**src/rtl/truth_table_sweeper_if.sv**
```systemverilog
// Signal bundle between the truth-table sweeper and the breadboard/monitor side.
// The master modport is the sweeper end; the slave modport is the function block and log consumer.
interface truth_table_sweeper_if;
    logic       start;
    logic [3:0] vec_out;
    logic [2:0] resp_in;
    logic       busy;
    logic       done;
    logic       pass;
    logic [4:0] err_count;
    logic [3:0] first_err_idx;
    logic       first_err_vld;
    logic       log_valid;
    logic [3:0] log_idx;
    logic [2:0] log_resp;
    logic [2:0] log_exp;
    logic       log_mismatch;

    modport master (
        input  start, resp_in,
        output vec_out, busy, done, pass, err_count, first_err_idx, first_err_vld,
               log_valid, log_idx, log_resp, log_exp, log_mismatch
    );

    modport slave (
        output start, resp_in,
        input  vec_out, busy, done, pass, err_count, first_err_idx, first_err_vld,
               log_valid, log_idx, log_resp, log_exp, log_mismatch
    );
endinterface

```
**src/rtl/truth_table_sweeper.sv**
```systemverilog
// Steps {w,x,y,z} through 0..15, samples {f4,f5,f6} after a settle window and
// checks each sample against EXP_TABLE, logging per vector and summarising the sweep.
module truth_table_sweeper #(
    parameter int unsigned SETTLE_CYC = 2,
    parameter logic [47:0] EXP_TABLE  = 48'h80A_803_80A_EDA
) (
    input  logic                  clk,
    input  logic                  rst,
    truth_table_sweeper_if.master bus
);
    localparam logic [1:0] ST_IDLE   = 2'd0;
    localparam logic [1:0] ST_SETTLE = 2'd1;
    localparam logic [1:0] ST_SAMPLE = 2'd2;
    localparam logic [1:0] ST_DONE   = 2'd3;

    localparam logic [7:0] SETTLE_LOAD = (SETTLE_CYC > 0) ? 8'(SETTLE_CYC - 1) : 8'd0;
    localparam logic       NO_SETTLE   = (SETTLE_CYC == 0);

    logic [1:0] state_q, state_d;
    logic [7:0] cnt_q, cnt_d;
    logic [3:0] vec_q, vec_d;
    logic       busy_q, busy_d;
    logic       done_q, done_d;
    logic       pass_q, pass_d;
    logic [4:0] err_q, err_d;
    logic [3:0] fidx_q, fidx_d;
    logic       fvld_q, fvld_d;
    logic       lvld_q, lvld_d;
    logic [3:0] lidx_q, lidx_d;
    logic [2:0] lresp_q, lresp_d;
    logic [2:0] lexp_q, lexp_d;
    logic       lmis_q, lmis_d;

    logic [5:0] exp_base;
    logic [2:0] exp_w;
    logic       mism_w;

    // Bit offset 3*idx built from shifts to keep the select index narrow.
    assign exp_base = {1'b0, vec_q, 1'b0} + {2'b00, vec_q};
    assign exp_w    = EXP_TABLE[exp_base +: 3];
    assign mism_w   = (bus.resp_in != exp_w);

    always_comb begin
        state_d = state_q;
        cnt_d   = cnt_q;
        vec_d   = vec_q;
        busy_d  = busy_q;
        done_d  = 1'b0;
        pass_d  = pass_q;
        err_d   = err_q;
        fidx_d  = fidx_q;
        fvld_d  = fvld_q;
        lvld_d  = 1'b0;
        lidx_d  = lidx_q;
        lresp_d = lresp_q;
        lexp_d  = lexp_q;
        lmis_d  = lmis_q;

        case (state_q)
            ST_IDLE: begin
                if (bus.start) begin
                    err_d  = '0;
                    pass_d = 1'b0;
                    fvld_d = 1'b0;
                    fidx_d = '0;
                    busy_d = 1'b1;
                    vec_d  = '0;
                    cnt_d  = SETTLE_LOAD;
                    state_d = NO_SETTLE ? ST_SAMPLE : ST_SETTLE;
                end
            end
            ST_SETTLE: begin
                if (cnt_q == 8'd0) begin
                    state_d = ST_SAMPLE;
                end else begin
                    cnt_d = cnt_q - 8'd1;
                end
            end
            ST_SAMPLE: begin
                lvld_d  = 1'b1;
                lidx_d  = vec_q;
                lresp_d = bus.resp_in;
                lexp_d  = exp_w;
                lmis_d  = mism_w;
                if (mism_w) begin
                    err_d = err_q + 5'd1;
                    if (!fvld_q) begin
                        fidx_d = vec_q;
                        fvld_d = 1'b1;
                    end
                end
                if (vec_q == 4'd15) begin
                    state_d = ST_DONE;
                    busy_d  = 1'b0;
                    done_d  = 1'b1;
                    // Uses the updated count so the last vector's mismatch is included.
                    pass_d  = (err_d == 5'd0);
                end else begin
                    vec_d   = vec_q + 4'd1;
                    cnt_d   = SETTLE_LOAD;
                    state_d = NO_SETTLE ? ST_SAMPLE : ST_SETTLE;
                end
            end
            ST_DONE: begin
                state_d = ST_IDLE;
                vec_d   = '0;
            end
            default: state_d = ST_IDLE;
        endcase
    end

    always_ff @(posedge clk or posedge rst) begin
        if (rst) begin
            state_q <= ST_IDLE;
            cnt_q   <= '0;
            vec_q   <= '0;
            busy_q  <= 1'b0;
            done_q  <= 1'b0;
            pass_q  <= 1'b0;
            err_q   <= '0;
            fidx_q  <= '0;
            fvld_q  <= 1'b0;
            lvld_q  <= 1'b0;
            lidx_q  <= '0;
            lresp_q <= '0;
            lexp_q  <= '0;
            lmis_q  <= 1'b0;
        end else begin
            state_q <= state_d;
            cnt_q   <= cnt_d;
            vec_q   <= vec_d;
            busy_q  <= busy_d;
            done_q  <= done_d;
            pass_q  <= pass_d;
            err_q   <= err_d;
            fidx_q  <= fidx_d;
            fvld_q  <= fvld_d;
            lvld_q  <= lvld_d;
            lidx_q  <= lidx_d;
            lresp_q <= lresp_d;
            lexp_q  <= lexp_d;
            lmis_q  <= lmis_d;
        end
    end

    assign bus.vec_out       = vec_q;
    assign bus.busy          = busy_q;
    assign bus.done          = done_q;
    assign bus.pass          = pass_q;
    assign bus.err_count     = err_q;
    assign bus.first_err_idx = fidx_q;
    assign bus.first_err_vld = fvld_q;
    assign bus.log_valid     = lvld_q;
    assign bus.log_idx       = lidx_q;
    assign bus.log_resp      = lresp_q;
    assign bus.log_exp       = lexp_q;
    assign bus.log_mismatch  = lmis_q;
endmodule
```
**src/flat_wrapper.sv**
```systemverilog
// flat-port wrapper written by rule: the top's interface ports become plain ports
module truth_table_sweeper_flat 
#(
    parameter int unsigned SETTLE_CYC = 2,
    parameter logic [47:0] EXP_TABLE  = 48'h80A_803_80A_EDA
)
  (clk, rst, bus_start, bus_resp_in, bus_vec_out, bus_busy, bus_done, bus_pass, bus_err_count, bus_first_err_idx, bus_first_err_vld, bus_log_valid, bus_log_idx, bus_log_resp, bus_log_exp, bus_log_mismatch);
  truth_table_sweeper_if bus_i ();
  input  logic clk;
  input  logic rst;
  input wire logic [$bits(bus_i.start)-1:0] bus_start;
  input wire logic [$bits(bus_i.resp_in)-1:0] bus_resp_in;
  output wire logic [$bits(bus_i.vec_out)-1:0] bus_vec_out;
  output wire logic [$bits(bus_i.busy)-1:0] bus_busy;
  output wire logic [$bits(bus_i.done)-1:0] bus_done;
  output wire logic [$bits(bus_i.pass)-1:0] bus_pass;
  output wire logic [$bits(bus_i.err_count)-1:0] bus_err_count;
  output wire logic [$bits(bus_i.first_err_idx)-1:0] bus_first_err_idx;
  output wire logic [$bits(bus_i.first_err_vld)-1:0] bus_first_err_vld;
  output wire logic [$bits(bus_i.log_valid)-1:0] bus_log_valid;
  output wire logic [$bits(bus_i.log_idx)-1:0] bus_log_idx;
  output wire logic [$bits(bus_i.log_resp)-1:0] bus_log_resp;
  output wire logic [$bits(bus_i.log_exp)-1:0] bus_log_exp;
  output wire logic [$bits(bus_i.log_mismatch)-1:0] bus_log_mismatch;
  assign bus_i.start = bus_start;
  assign bus_i.resp_in = bus_resp_in;
  assign bus_vec_out = bus_i.vec_out;
  assign bus_busy = bus_i.busy;
  assign bus_done = bus_i.done;
  assign bus_pass = bus_i.pass;
  assign bus_err_count = bus_i.err_count;
  assign bus_first_err_idx = bus_i.first_err_idx;
  assign bus_first_err_vld = bus_i.first_err_vld;
  assign bus_log_valid = bus_i.log_valid;
  assign bus_log_idx = bus_i.log_idx;
  assign bus_log_resp = bus_i.log_resp;
  assign bus_log_exp = bus_i.log_exp;
  assign bus_log_mismatch = bus_i.log_mismatch;
  truth_table_sweeper #(.SETTLE_CYC(SETTLE_CYC), .EXP_TABLE(EXP_TABLE)) u_core (.clk(clk), .rst(rst), .bus(bus_i));
endmodule
```
**config.mk**
```make
export PLATFORM = sky130hd
export DESIGN_NAME = truth_table_sweeper_flat
export DESIGN_NICKNAME = d
export VERILOG_FILES = /design/src/rtl/truth_table_sweeper_if.sv /design/src/rtl/truth_table_sweeper.sv /design/src/flat_wrapper.sv
export SDC_FILE = /design/constraint.sdc
export NUM_CORES = 1
export LEC_CHECK = 0
export BUFFER_PORTS_ARGS = -buffer_cell sky130_fd_sc_hd__buf_2
export CAP_MARGIN = 20
export CORE_ASPECT_RATIO = 1.75
export CORE_UTILIZATION = 45
export CTS_CLUSTER_DIAMETER = 60
export CTS_CLUSTER_SIZE = 28
export DETAILED_ROUTE_END_ITERATION = 8
export GPL_TIMING_DRIVEN = 0
export SETUP_SLACK_MARGIN = 0.1
export SYNTH_ARGS = -nofsm -noshare
export SYNTH_HDL_FRONTEND = slang
export SYNTH_SLANG_ARGS = --single-unit
```
**constraint.sdc**
```tcl
create_clock -name clk -period 3.3 [get_ports clk]
set_input_delay 0.33 -clock clk [delete_from_list [all_inputs] [get_ports clk]]
set_output_delay 0.33 -clock clk [all_outputs]
set_load 0.02 [all_outputs]
```
==> results of run 1 <==
cells in the mapped netlist (2+ instances only):
cell type,number,area share [%]
dfrtp_1,39,37
buf_2,3,0.57
nand2_1,37,5.3
nand3_1,13,2.5
a21o_1,2,0.57
o211ai_1,2,0.57
and2_1,2,0.47
o22ai_1,2,0.47
a21oi_1,7,1.3
o41ai_1,2,0.66
clkbuf_1,6,0.85
o21a_1,2,0.57
a21oi_2,2,0.66
a22o_1,3,1.0
nor3_1,3,0.57
o32ai_1,5,1.7
or3_1,3,0.71
xor2_1,4,1.3
nor2b_1,2,0.47
o221a_2,2,0.85
nor2_1,21,3.0
a31oi_1,6,1.4
buf_6,2,0.85
ha_1,14,6.6
xnor2_2,2,1.2
nand2b_1,6,1.4
xnor2_1,4,1.3
o31ai_1,3,0.85
inv_1,21,3.0
mux2i_1,3,1.1
o21ai_0,30,5.7
o21ai_2,2,0.66
o2111ai_1,2,0.66
worst max-delay path: stages, from the launching register on:
cell	delay (ns)
dfrtp_2	0.49
ha_1	0.33
a211o_2	0.39
a21o_1	0.20
and2_1	0.25
a311o_1	0.34
a21o_1	0.21
o211a_2	0.20
a21oi_1	0.22
o21bai_1	0.08
a22o_1	0.23
worst max path at each step:
| stage | endpoint | slack, ns | from |
|---|---|---|---|
| 3_5_place_dp | u_core.bus.pass | -0.21 | u_core.bus.vec_out[1] |
| 2_1_floorplan | u_core.bus.pass | 0.13 | u_core.bus.vec_out[1] |
| 3_3_place_gp | u_core.bus.pass | -0.19 | u_core.bus.vec_out[1] |
| 4_1_cts | u_core.bus.pass | 0.14 | u_core.bus.vec_out[2] |
| 5_1_grt | u_core.bus.first_err_idx[3] | 0.11 | u_core.bus.vec_out[1] |
| 6_report | u_core.bus.err_count[3] | 0.25 | u_core.bus.vec_out[1] |
power groups by stage:
stage | Combinational [uW] | Sequential (uW) | Clock (uW)
after floorplan | 19.4 | 489 | 0
after global placement | 31.8 | 488 | 0
after detailed placement | 32.4 | 488 | 0
after CTS | 33.9 | 478 | 429
after global routing | 39.6 | 479 | 444
final | 34.4 | 478 | 418
stage by stage:
stage / TNS [ns] / instance area (um^2) / std cells / worst slack, ns
2_1_floorplan: 0 / 2640 / 291 / 0.132
3_3_place_gp: -0.295 / 2900 / 401 / -0.187
3_5_place_dp: -0.347 / 2900 / 401 / -0.211
4_1_cts: 0 / 3080 / 409 / 0.138
5_1_grt: 0 / 3230 / 414 / 0.107
6_report: 0 / 3230 / 414 / 0.245
cell type report:
cell class                      count  area (um^2)  share of cell area (%)
Timing Repair Buffer               39          220                    6.83
Clock buffer                        6         82.6                    2.56
Sequential cell                    39          980                    30.4
Tap cell                           76         95.1                    2.95
Inverter                           21         82.6                    2.56
Clock inverter                      2         35.0                    1.09
Multi-Input combinational cell    218         1660                    51.3
Buffer                             13         75.1                    2.33
logic make-up after synthesis:
family          share of synthesized area [%]
xor+xnor                                 5.55
flops                                    37.0
compound gates                           26.1
mux                                      1.56
fa+ha+maj                                7.02
buf+inv                                  5.69
simple gates                             17.1
timing repair:
| item | in CTS | in global routing |
|---|---|---|
| endpoints found under the setup margin | 10 | 9 |
| endpoints found under the hold margin | 0 | 0 |
| buffers inserted | 0 | 5 |
| pin swaps | 0 | 8 |
| resized for setup | 9 | 17 |
cell usage in the layout (no fill, tap or decap), types with 2 or more instances in the layout:
cell type | Yosys | routed
a21o_1 | 2 | 2
a21oi_1 | 7 | 7
a21oi_2 | 2 | 2
a22o_1 | 3 | 3
a31oi_1 | 6 | 4
a31oi_4 | 0 | 2
and2_1 | 2 | 2
buf_2 | 3 | 37
buf_4 | 1 | 5
buf_6 | 2 | 2
clkbuf_1 | 6 | 5
clkbuf_8 | 0 | 6
dfrtp_1 | 39 | 36
dfrtp_2 | 0 | 3
ha_1 | 14 | 13
inv_1 | 21 | 19
mux2i_1 | 3 | 2
nand2_1 | 37 | 37
nand2b_1 | 6 | 6
nand3_1 | 13 | 13
nor2_1 | 21 | 21
nor2b_1 | 2 | 2
nor3_1 | 3 | 3
o211ai_1 | 2 | 2
o21a_1 | 2 | 2
o21ai_0 | 30 | 30
o21ai_2 | 2 | 2
o221a_2 | 2 | 2
o31ai_1 | 3 | 3
o32ai_1 | 5 | 5
o41ai_1 | 2 | 2
or3_1 | 3 | 3
xnor2_1 | 4 | 4
xnor2_4 | 1 | 3
xor2_1 | 4 | 2
xor2_2 | 1 | 2
registers in the layout, summed over array words and instances, names as in the netlist:
register,flops
u_core.bus.log_exp,3
u_core.bus.vec_out,4
u_core.bus.log_valid,1
u_core.cnt_q,8
u_core.bus.pass,1
u_core.bus.first_err_idx,4
u_core.state_q,2
u_core.bus.err_count,5
u_core.bus.log_mismatch,1
u_core.bus.first_err_vld,1
u_core.bus.busy,1
u_core.bus.log_idx,4
u_core.bus.done,1
u_core.bus.log_resp,3
metal layers:
layer / track usage, % / share of wire [%]
met5: 0 / 0
met4: 11.8 / 2.8
met3: 2.99 / 2.5
met2: 42.6 / 56
met1: 25.9 / 39
==> results.tsv, run 1 <==
stage	metric	value	unit
critical_path	Reg2Reg Setup Slack	0.25	ns
grt	first-pass GRT wire length	10700	um
sta	worst slew pin tran	0.825	ns
outcome	outcome	finished clean	
layout	fraction of layout cells with a size suffix above 1	27.8	%
clock_tree	Worst-Skew Late Latency	0.29	ns
sta	RSZ-0062 raised after global routing	no	
job	max_cap viols	0	
grt	gr usage total	23.4	%
layout	FILL cells	547	
routing	Via density	5.54	
critical_path	endpoint type of the worst setup path	flop	
routing	Via Count	2292	
floorplan	die area	6190	um^2
routing	initial DRC count	89	
yosys	post-synthesis cell area	2640	um^2
critical_path	Reg-to-Reg End	u_core.bus.err_count[3]	
clock_tree	CTS Buf Count	5	
yosys	Primary FF master, synth	dfrtp_1	
grt	initial antenna violation count	0	
floorplan	Initial Util	46.9	%
pwr	static leakage	0.00141	uW
grt	global route overflow	0	
clock_tree	CTS tree	done	
yosys	flop and latch count out of synthesis	39	
floorplan	# rows	36	
placed_design	port bufs	34	
pwr	Design Power	931	uW
clock_tree	Clock Path Buffers	2	
pwr	Sw Ratio	21.3	%
yosys	Netlist cell types	67	
critical_path	reg2reg start	u_core.bus.vec_out[1]	
yosys	Post-Synthesis Cells	291	
clock_tree	clock-pin slew on the worst setup and hold paths	0.08	ns
pwr	combinational power share	3.7	%
clock_tree	H-Tree Depth	2	
grt	pin count of the biggest net entering global routing	40	
floorplan	Die Width	59.9	um
pwr	PwrDens	289	nW/um^2
layout	Final Util	57.3	%
layout	Ant. Diodes	0	
routing	Final Routed Wirelength	6830	um
placed_design	RePlAce Congestion	0.825	
pwr	NetSw	198	uW
critical_path	Crit Path Category	flop to flop	
placed_design	hpwl dp	5010	um
routing	drt wl/cell	16.5	um
critical_path	CP startpoint kind	flop	
pwr	clock group share of total power	44.9	%
floorplan	num ports	35	
critical_path	r2r worst-path depth	10	
sta	Hold Fails Final Rpt	0	
yosys	syn_nets	311	
yosys	sequential area share after synthesis	37.0	%
min_path	HP Class	primary input to async pin	
critical_path	Crit Path Max Fanout	8	
critical_path	WP data arrival	3.24	ns
clock_tree	Num Clock Sinks	39	
sta	Slew HR	44.4	%
yosys	async set-reset flop share out of synthesis	100	%
grt	vias in the first global route	2215	
sta	Max Fclk	327	MHz
sta	crit share post-route	92.6	%
sta	final setup fails	0	
routing	Post-DRT Antenna Nets	0	
sta	Layout Skew	0.00734	ns
sta	Slew Viols, Final	0	
yosys	number of synthesized flops with an enable pin	0	
clock_tree	root buf cell	clkbuf_8	
sta	Hold WS	0.194	ns
clock_tree	hold buffer count at CTS	0	
layout	Area Growth Syn to Fin	22.2	%
pwr	Max IR drop VDD	312	uV
floorplan	CORE AREA	5630	um^2
floorplan	Die H	103	um
critical_path	worst endpoint required time	3.48	ns
yosys	YS warnings	0	
routing	DRC errors left	0	
sta	fin crit period	3.05	ns
routing	DR pass1 iterations	4	
pwr	Flop pwr share	51.4	%
pwr	Internal Power	733	uW
layout	Nets	357	
yosys	Syn Area/Cell	9.07	um^2
No activity file was read; power rests on OpenSTA's default activity.
==> run 2: changes to the inputs <==
==> constraint.sdc (replaced) <==
create_clock -name clk -period 3.1 [get_ports clk]
set_input_delay 0.31 -clock clk [delete_from_list [all_inputs] [get_ports clk]]
set_output_delay 0.31 -clock clk [all_outputs]
set_load 0.02 [all_outputs]
==> run 2 against run 1 <==
  * Flip-flop and latch count unchanged
  * Worst hold slack got worse by 0.021 ns
  * Core utilization is 1.8 points higher
==> results.tsv, run 2 (synthesized netlist as in run 1, its figures left out) <==
stage	metric	value	unit	change
floorplan	Die Width	59.9	um	unchanged
critical_path	reg2reg start	u_core.bus.vec_out[0]		
sta	fin crit period	3.00	ns	-0.0588 ns
critical_path	Crit Path Category	flop to flop		
routing	drt wl/cell	16.2	um	-1.8%
layout	Nets	366		+2.5%
critical_path	Crit Path Max Fanout	9		+1
sta	Hold Fails Final Rpt	0		unchanged
pwr	NetSw	205	uW	+3.6%
clock_tree	Clock Path Buffers	2		unchanged
critical_path	CP startpoint kind	flop		
sta	crit share post-route	96.6	%	+4.1 points
sta	Slew Viols, Final	0		unchanged
sta	Max Fclk	334	MHz	+2.0%
sta	RSZ-0062 raised after global routing	yes		
grt	Top Usage Layer GRT	met2		
clock_tree	Worst-Skew Late Latency	0.28	ns	about the same
pwr	Internal Power	681	uW	-7.0%
routing	Post-DRT Antenna Nets	0		unchanged
layout	non-filler cells, final	423		+2.2%
layout	Top reg by flops	u_core.cnt_q		
floorplan	die area	6190	um^2	unchanged
outcome	outcome	finished clean		
sta	Slew HR	37.6	%	-6.8 points
layout	max reg flops	8		unchanged
layout	FILL cells	508		-7.1%
routing	Via Count	2343		+2.2%
grt	initial antenna violation count	0		unchanged
clock_tree	Num Clock Sinks	39		unchanged
placed_design	port bufs	34		unchanged
critical_path	Setup crit end	u_core.bus.err_count[1]		
critical_path	worst endpoint required time	3.27	ns	-0.21 ns
routing	DR pass1 iterations	4		unchanged
pwr	Max IR drop VDD	257	uV	-18%
layout	Ant. Diodes	0		unchanged
clock_tree	hold buffer count at CTS	0		unchanged
critical_path	Reg-to-Reg End	u_core.bus.err_count[1]		
layout	Final Util	59.1	%	+1.8 points
critical_path	r2r worst-path depth	11		+1
pwr	Flop pwr share	57.5	%	+6.1 points
critical_path	crit path launch	u_core.bus.vec_out[0]		
grt	pin count of the biggest net entering global routing	40		unchanged
clock_tree	root buf cell	clkbuf_8		
sta	setup TNS	0	ns	unchanged
routing	Via density	5.54		about the same
routing	Final Routed Wirelength	6860	um	+0.38%
pwr	combinational power share	5.0	%	+1.3 points
routing	DRC errors left	0		unchanged
routing	initial DRC count	96		+7.9%
job	max_cap viols	0		unchanged
placed_design	DP Cell Count	401		unchanged
min_path	HP Class	primary input to async pin		
layout	most frequent cells in the layout	37 x nand2_1, 35 x buf_2, 35 x dfrtp_1, 30 x o21ai_0, 21 x nor2_1		
floorplan	# rows	36		unchanged
critical_path	Reg2Reg Setup Slack	0.10	ns	-0.14 ns
grt	met3 Use GR	2.24	%	-0.75 points
clock_tree	CTS Buf Count	5		unchanged
floorplan	num ports	35		unchanged
floorplan	Die H	103	um	unchanged
sta	worst slew pin tran	0.926	ns	+0.101 ns
critical_path	endpoint type of the worst setup path	flop		
grt	GRT met2 Usage	43.0	%	+0.34 points
clock_tree	H-Tree Depth	2		unchanged
clock_tree	CTS tree	done		
layout	most common cell after layout, fill and taps aside	nand2_1		
clock_tree	clock-pin slew on the worst setup and hold paths	0.08	ns	about the same
grt	global route overflow	0		unchanged
grt	gr usage total	23.5	%	+0.077 points
pwr	clock group share of total power	37.5	%	-7.4 points
grt	first-pass GRT wire length	10900	um	+2.3%
sta	final setup fails	0		unchanged
critical_path	WP data arrival	3.16	ns	-0.08 ns
pwr	static leakage	0.00145	uW	+2.4%
placed_design	hpwl dp	5070	um	+1.1%
floorplan	CORE AREA	5630	um^2	unchanged
placed_design	RePlAce Congestion	0.833		+0.93%
pwr	Sw Ratio	23.1	%	+1.9 points
grt	vias in the first global route	2327		+5.1%
floorplan	Initial Util	46.9	%	unchanged
layout	fraction of layout cells with a size suffix above 1	32.3	%	+4.5 points
layout	Area Growth Syn to Fin	26.1	%	
grt	GR Layer Usage met1	26.5	%	+0.64 points
sta	Layout Skew	0.00902	ns	+0.00168 ns
pwr	PwrDens	266	nW/um^2	-7.7%
==> run 2: cell types whose count changed in the layout (fill, tap and decap cells not counted), sizes merged <==
cell / before / now
buf: 46 / 55
clkinvlp: 1 / 2
bufinv: 1 / 0
==> run 2: through the flow <==
stage                     hold slack, ns  area (um^2)  worst slack (ns)  power [uW]
after CTS                          0.207         3170             0.110         896
after global placement             0.457         2920            -0.212         554
after global routing               0.252         3330           0.00732         923
final                              0.173         3330             0.104         886
after detailed placement           0.463         2920            -0.199         554
after floorplan                    0.415         2650             0.131         541
==> run 2: critical path, cell delays in order (launching register included) <==
cell and delay, ns:
dfrtp_2 0.46, ha_2 0.20, buf_6 0.14, a21o_4 0.26, xor2_4 0.18, or4_4 0.56, nand3_4 0.10, o221ai_4 0.17
xor2_4 0.32, buf_4 0.16, nand2_1 0.06, a32o_1 0.26
==> run 2: repair_timing <==
| item | in CTS | in global routing |
|---|---|---|
| setup buffers | 6 | 9 |
| pin swaps | 7 | 13 |
| hold endpoints to repair | 0 | 0 |
| setup endpoints to repair | 11 | 10 |
| gates resized for setup | 23 | 17 |
==> run 2: per-layer routing <==
layer / up-vias / part of all wire, %
li1: 1150 / -
met1: 1155 / 39
met2: 29 / 57
met3: 9 / 1.4
met4: 0 / 1.7
met5: - / 0
==> run 2: how the worst min path moves through the flow <==
stage	start	end	slack (ns)	depth (start not counted)
floorplan	bus_resp_in[0]	u_core.bus.log_resp[0]	0.42	2
global placement	u_core.bus.log_resp[0]	u_core.bus.log_resp[0]	0.46	2
detailed placement	u_core.bus.log_resp[0]	u_core.bus.log_resp[0]	0.46	2
CTS	rst	u_core.cnt_q[5]	0.21	2
global route	bus_resp_in[1]	u_core.bus.log_resp[1]	0.25	3
finish	rst	u_core.bus.log_idx[0]	0.17	2
==> run 2: layout make-up <==
| class | count | area (um^2) | share of cell area [%] |
|---|---|---|---|
| Inverter | 21 | 82.6 | 2.48 |
| Buffer | 12 | 83.8 | 2.52 |
| Clock buffer | 6 | 72.6 | 2.18 |
| Sequential cell | 39 | 981 | 29.5 |
| Clock inverter | 2 | 12.5 | 0.376 |
| Multi-Input combinational cell | 218 | 1720 | 51.6 |
| Timing Repair Buffer | 49 | 283 | 8.50 |
| Tap cell | 76 | 95.1 | 2.86 |
==> run 2: power groups by stage <==
stage          Combinational [uW]  Clock [uW]  Sequential, uW
3_5_place_dp                 34.8           0             520
4_1_cts                      38.6         349             509
3_3_place_gp                 34.2           0             519
6_report                     44.5         332             509
5_1_grt                      49.7         364             509
2_1_floorplan                20.9           0             520
==> run 3: changes to the inputs <==
--- a/config.mk
+++ b/config.mk
@@ -13,6 +13,7 @@
 export CTS_CLUSTER_SIZE = 28
 export DETAILED_ROUTE_END_ITERATION = 8
 export GPL_TIMING_DRIVEN = 0
+export REMOVE_ABC_BUFFERS = 1
 export SETUP_SLACK_MARGIN = 0.1
 export SYNTH_ARGS = -nofsm -noshare
 export SYNTH_HDL_FRONTEND = slang
==> run 3 against run 2 <==
  * Total power rose by 2.2%
  * Flip-flop and latch count did not move
  * Largest cell class unchanged
  * Via count fell by 0.17%
  * Clock-buffer cell count did not move
  * Critical path depth did not move
  * Cell area fell by 2.4%
  * Maximum frequency rose by 1.2%
  * Critical endpoint is now u_core.bus.pass
  * Clock power rose by 7.5%
  * Combinational power fell by 11%
==> results.tsv, run 3 (synthesized netlist as in run 1, its figures left out) <==
stage	metric	value	unit	change
outcome	outcome	finished clean		
layout	Final Util	57.7	%	-1.4 points
placed_design	Post-DP Area	2830	um^2	-2.9%
layout	Area Growth Syn to Fin	23.1	%	
routing	Via Count	2339		-0.17%
floorplan	die area	6190	um^2	unchanged
layout	max reg flops	8		unchanged
grt	vias in the first global route	2178		-6.4%
pwr	Max IR drop VDD	249	uV	-2.9%
grt	first-pass GRT wire length	10500	um	-4.2%
sta	Slew Viols, Final	0		unchanged
sta	final setup fails	0		unchanged
placed_design	post-place setup slack	-0.498	ns	-0.299 ns
layout	fraction of layout cells with a size suffix above 1	29.6	%	-2.6 points
layout	post-route cell area	3250	um^2	-2.4%
critical_path	WP data arrival	3.16	ns	about the same
layout	most frequent cells in the layout	37 x nand2_1, 36 x dfrtp_1, 34 x buf_2, 30 x o21ai_0, 21 x nor2_1		
layout	Ant. Diodes	0		unchanged
sta	Max Fclk	338	MHz	+1.2%
layout	Top reg by flops	u_core.cnt_q		
pwr	Design Power	906	uW	+2.2%
clock_tree	hold buffer count at CTS	0		unchanged
sta	Slew HR	31.9	%	-5.8 points
sta	RSZ-0062 raised after global routing	yes		
layout	FILL cells	528		+3.9%
sta	fin crit period	2.96	ns	-0.0343 ns
critical_path	reg2reg start	u_core.bus.vec_out[2]		
floorplan	num ports	35		unchanged
critical_path	worst endpoint required time	3.30	ns	+0.03 ns
clock_tree	Num Clock Sinks	39		unchanged
routing	Post-DRT Antenna Nets	0		unchanged
clock_tree	Clock Path Buffers	2		unchanged
grt	initial antenna violation count	0		unchanged
clock_tree	H-Tree Depth	2		unchanged
sta	Layout Skew	0.00308	ns	-0.00594 ns
pwr	PwrDens	279	nW/um^2	+4.7%
min_path	HP Class	primary input to async pin		
clock_tree	CTS Buf Count	5		unchanged
routing	Final Routed Wirelength	6570	um	-4.3%
critical_path	Crit Path Max Fanout	9		unchanged
routing	DR pass1 iterations	4		unchanged
routing	drt wl/cell	16.0	um	-1.2%
placed_design	port bufs	34		unchanged
sta	Hold Fails Final Rpt	0		unchanged
floorplan	CORE AREA	5630	um^2	unchanged
clock_tree	clock-pin slew on the worst setup and hold paths	0.08	ns	about the same
pwr	static leakage	0.00142	uW	-1.6%
critical_path	crit path launch	u_core.bus.vec_out[2]		
routing	DRC errors left	0		unchanged
grt	global route overflow	0		unchanged
clock_tree	Worst-Skew Late Latency	0.29	ns	about the same
floorplan	Die Width	59.9	um	unchanged
floorplan	Die H	103	um	unchanged
clock_tree	CTS tree	done		
layout	most common cell after layout, fill and taps aside	nand2_1		
clock_tree	root buf cell	clkbuf_8		
sta	worst setup margin	0.139	ns	+0.0343 ns
job	max_cap viols	0		unchanged
layout	Nets	354		-3.3%
placed_design	hpwl dp	4530	um	-11%
floorplan	Initial Util	46.9	%	unchanged
critical_path	endpoint type of the worst setup path	flop		
sta	crit share post-route	95.5	%	-1.1 points
grt	gr usage total	22.7	%	-0.80 points
routing	initial DRC count	111		+16%
floorplan	# rows	36		unchanged
critical_path	CP startpoint kind	flop		
grt	pin count of the biggest net entering global routing	40		unchanged
sta	worst slew pin tran	1.01	ns	+0.0856 ns
placed_design	RePlAce Congestion	0.864		+3.8%
routing	Via density	5.70		+3.0%
sta	Hold WS	0.180	ns	+0.00643 ns
critical_path	Crit Path Category	flop to flop		
==> run 3: cell types whose count changed in the layout (fill, tap and decap cells not counted), sizes merged <==
cell      change
clkinvlp      -2
inv           +1
clkbuf        -6
buf           -6
==> run 3: power breakdown <==
group          total (uW)  internal, uW  switching [uW]  leakage, uW
Sequential            509           509           0.627     0.000443
Clock                 357           175             182    0.0000470
Combinational        39.7          11.7            28.0     0.000933
==> run 3: path summary, 6_finish.rpt <==
kind	to	slack [ns]	cells past startpoint
max	u_core.bus.pass	0.14	11
max in group asynchronous	u_core.bus.vec_out[1]	2.35	2
min	u_core.bus.first_err_idx[2]	0.18	2
min in group clk	u_core.bus.log_resp[1]	0.24	3
min reg2reg	u_core.bus.log_resp[0]	0.48	2
max reg2reg	u_core.bus.pass	0.14	11
==> run 3: layout make-up <==
class                           instances  area (um^2)  area share (%)
Multi-Input combinational cell        218         1710            52.7
Sequential cell                        39          980            30.2
Timing Repair Buffer                   49          295            9.09
Tap cell                               76         95.1            2.93
Clock buffer                            6         82.6            2.54
Inverter                               21         78.8            2.43
Clock inverter                          1         5.00           0.154
==> run 3: repair_timing <==
item	4_1_cts	5_1_grt
pin swaps	4	4
resized for setup	22	12
setup buffers	8	7
endpoints found under the setup margin	12	9
==> run 3: worst max-delay path, stage by stage, from the launching register on <==
cell and delay [ns]:
dfrtp_2 0.44, buf_4 0.16, ha_4 0.20, a211o_2 0.32
a21o_1 0.19, and2_4 0.19, a311o_1 0.36, a21o_1 0.24
o211a_4 0.19, a211oi_2 0.27, nor4_2 0.08, o31ai_1 0.22
==> run 3: through the flow <==
stage | setup TNS (ns) | std cells
after floorplan | -0.159 | 278
after CTS | 0 | 403
after global placement | -3.37 | 388
after detailed placement | -3.68 | 388
after global routing | -0.0293 | 410
final | 0 | 410
==> run 3: metal layers <==
layer	vias to the layer above	routed length (um)	track usage [%]
li1	1129	-	-
met1	1147	2660	26.9
met2	43	3530	39.3
met3	20	157	3.36
met4	0	224	11.1
met5	-	0	0
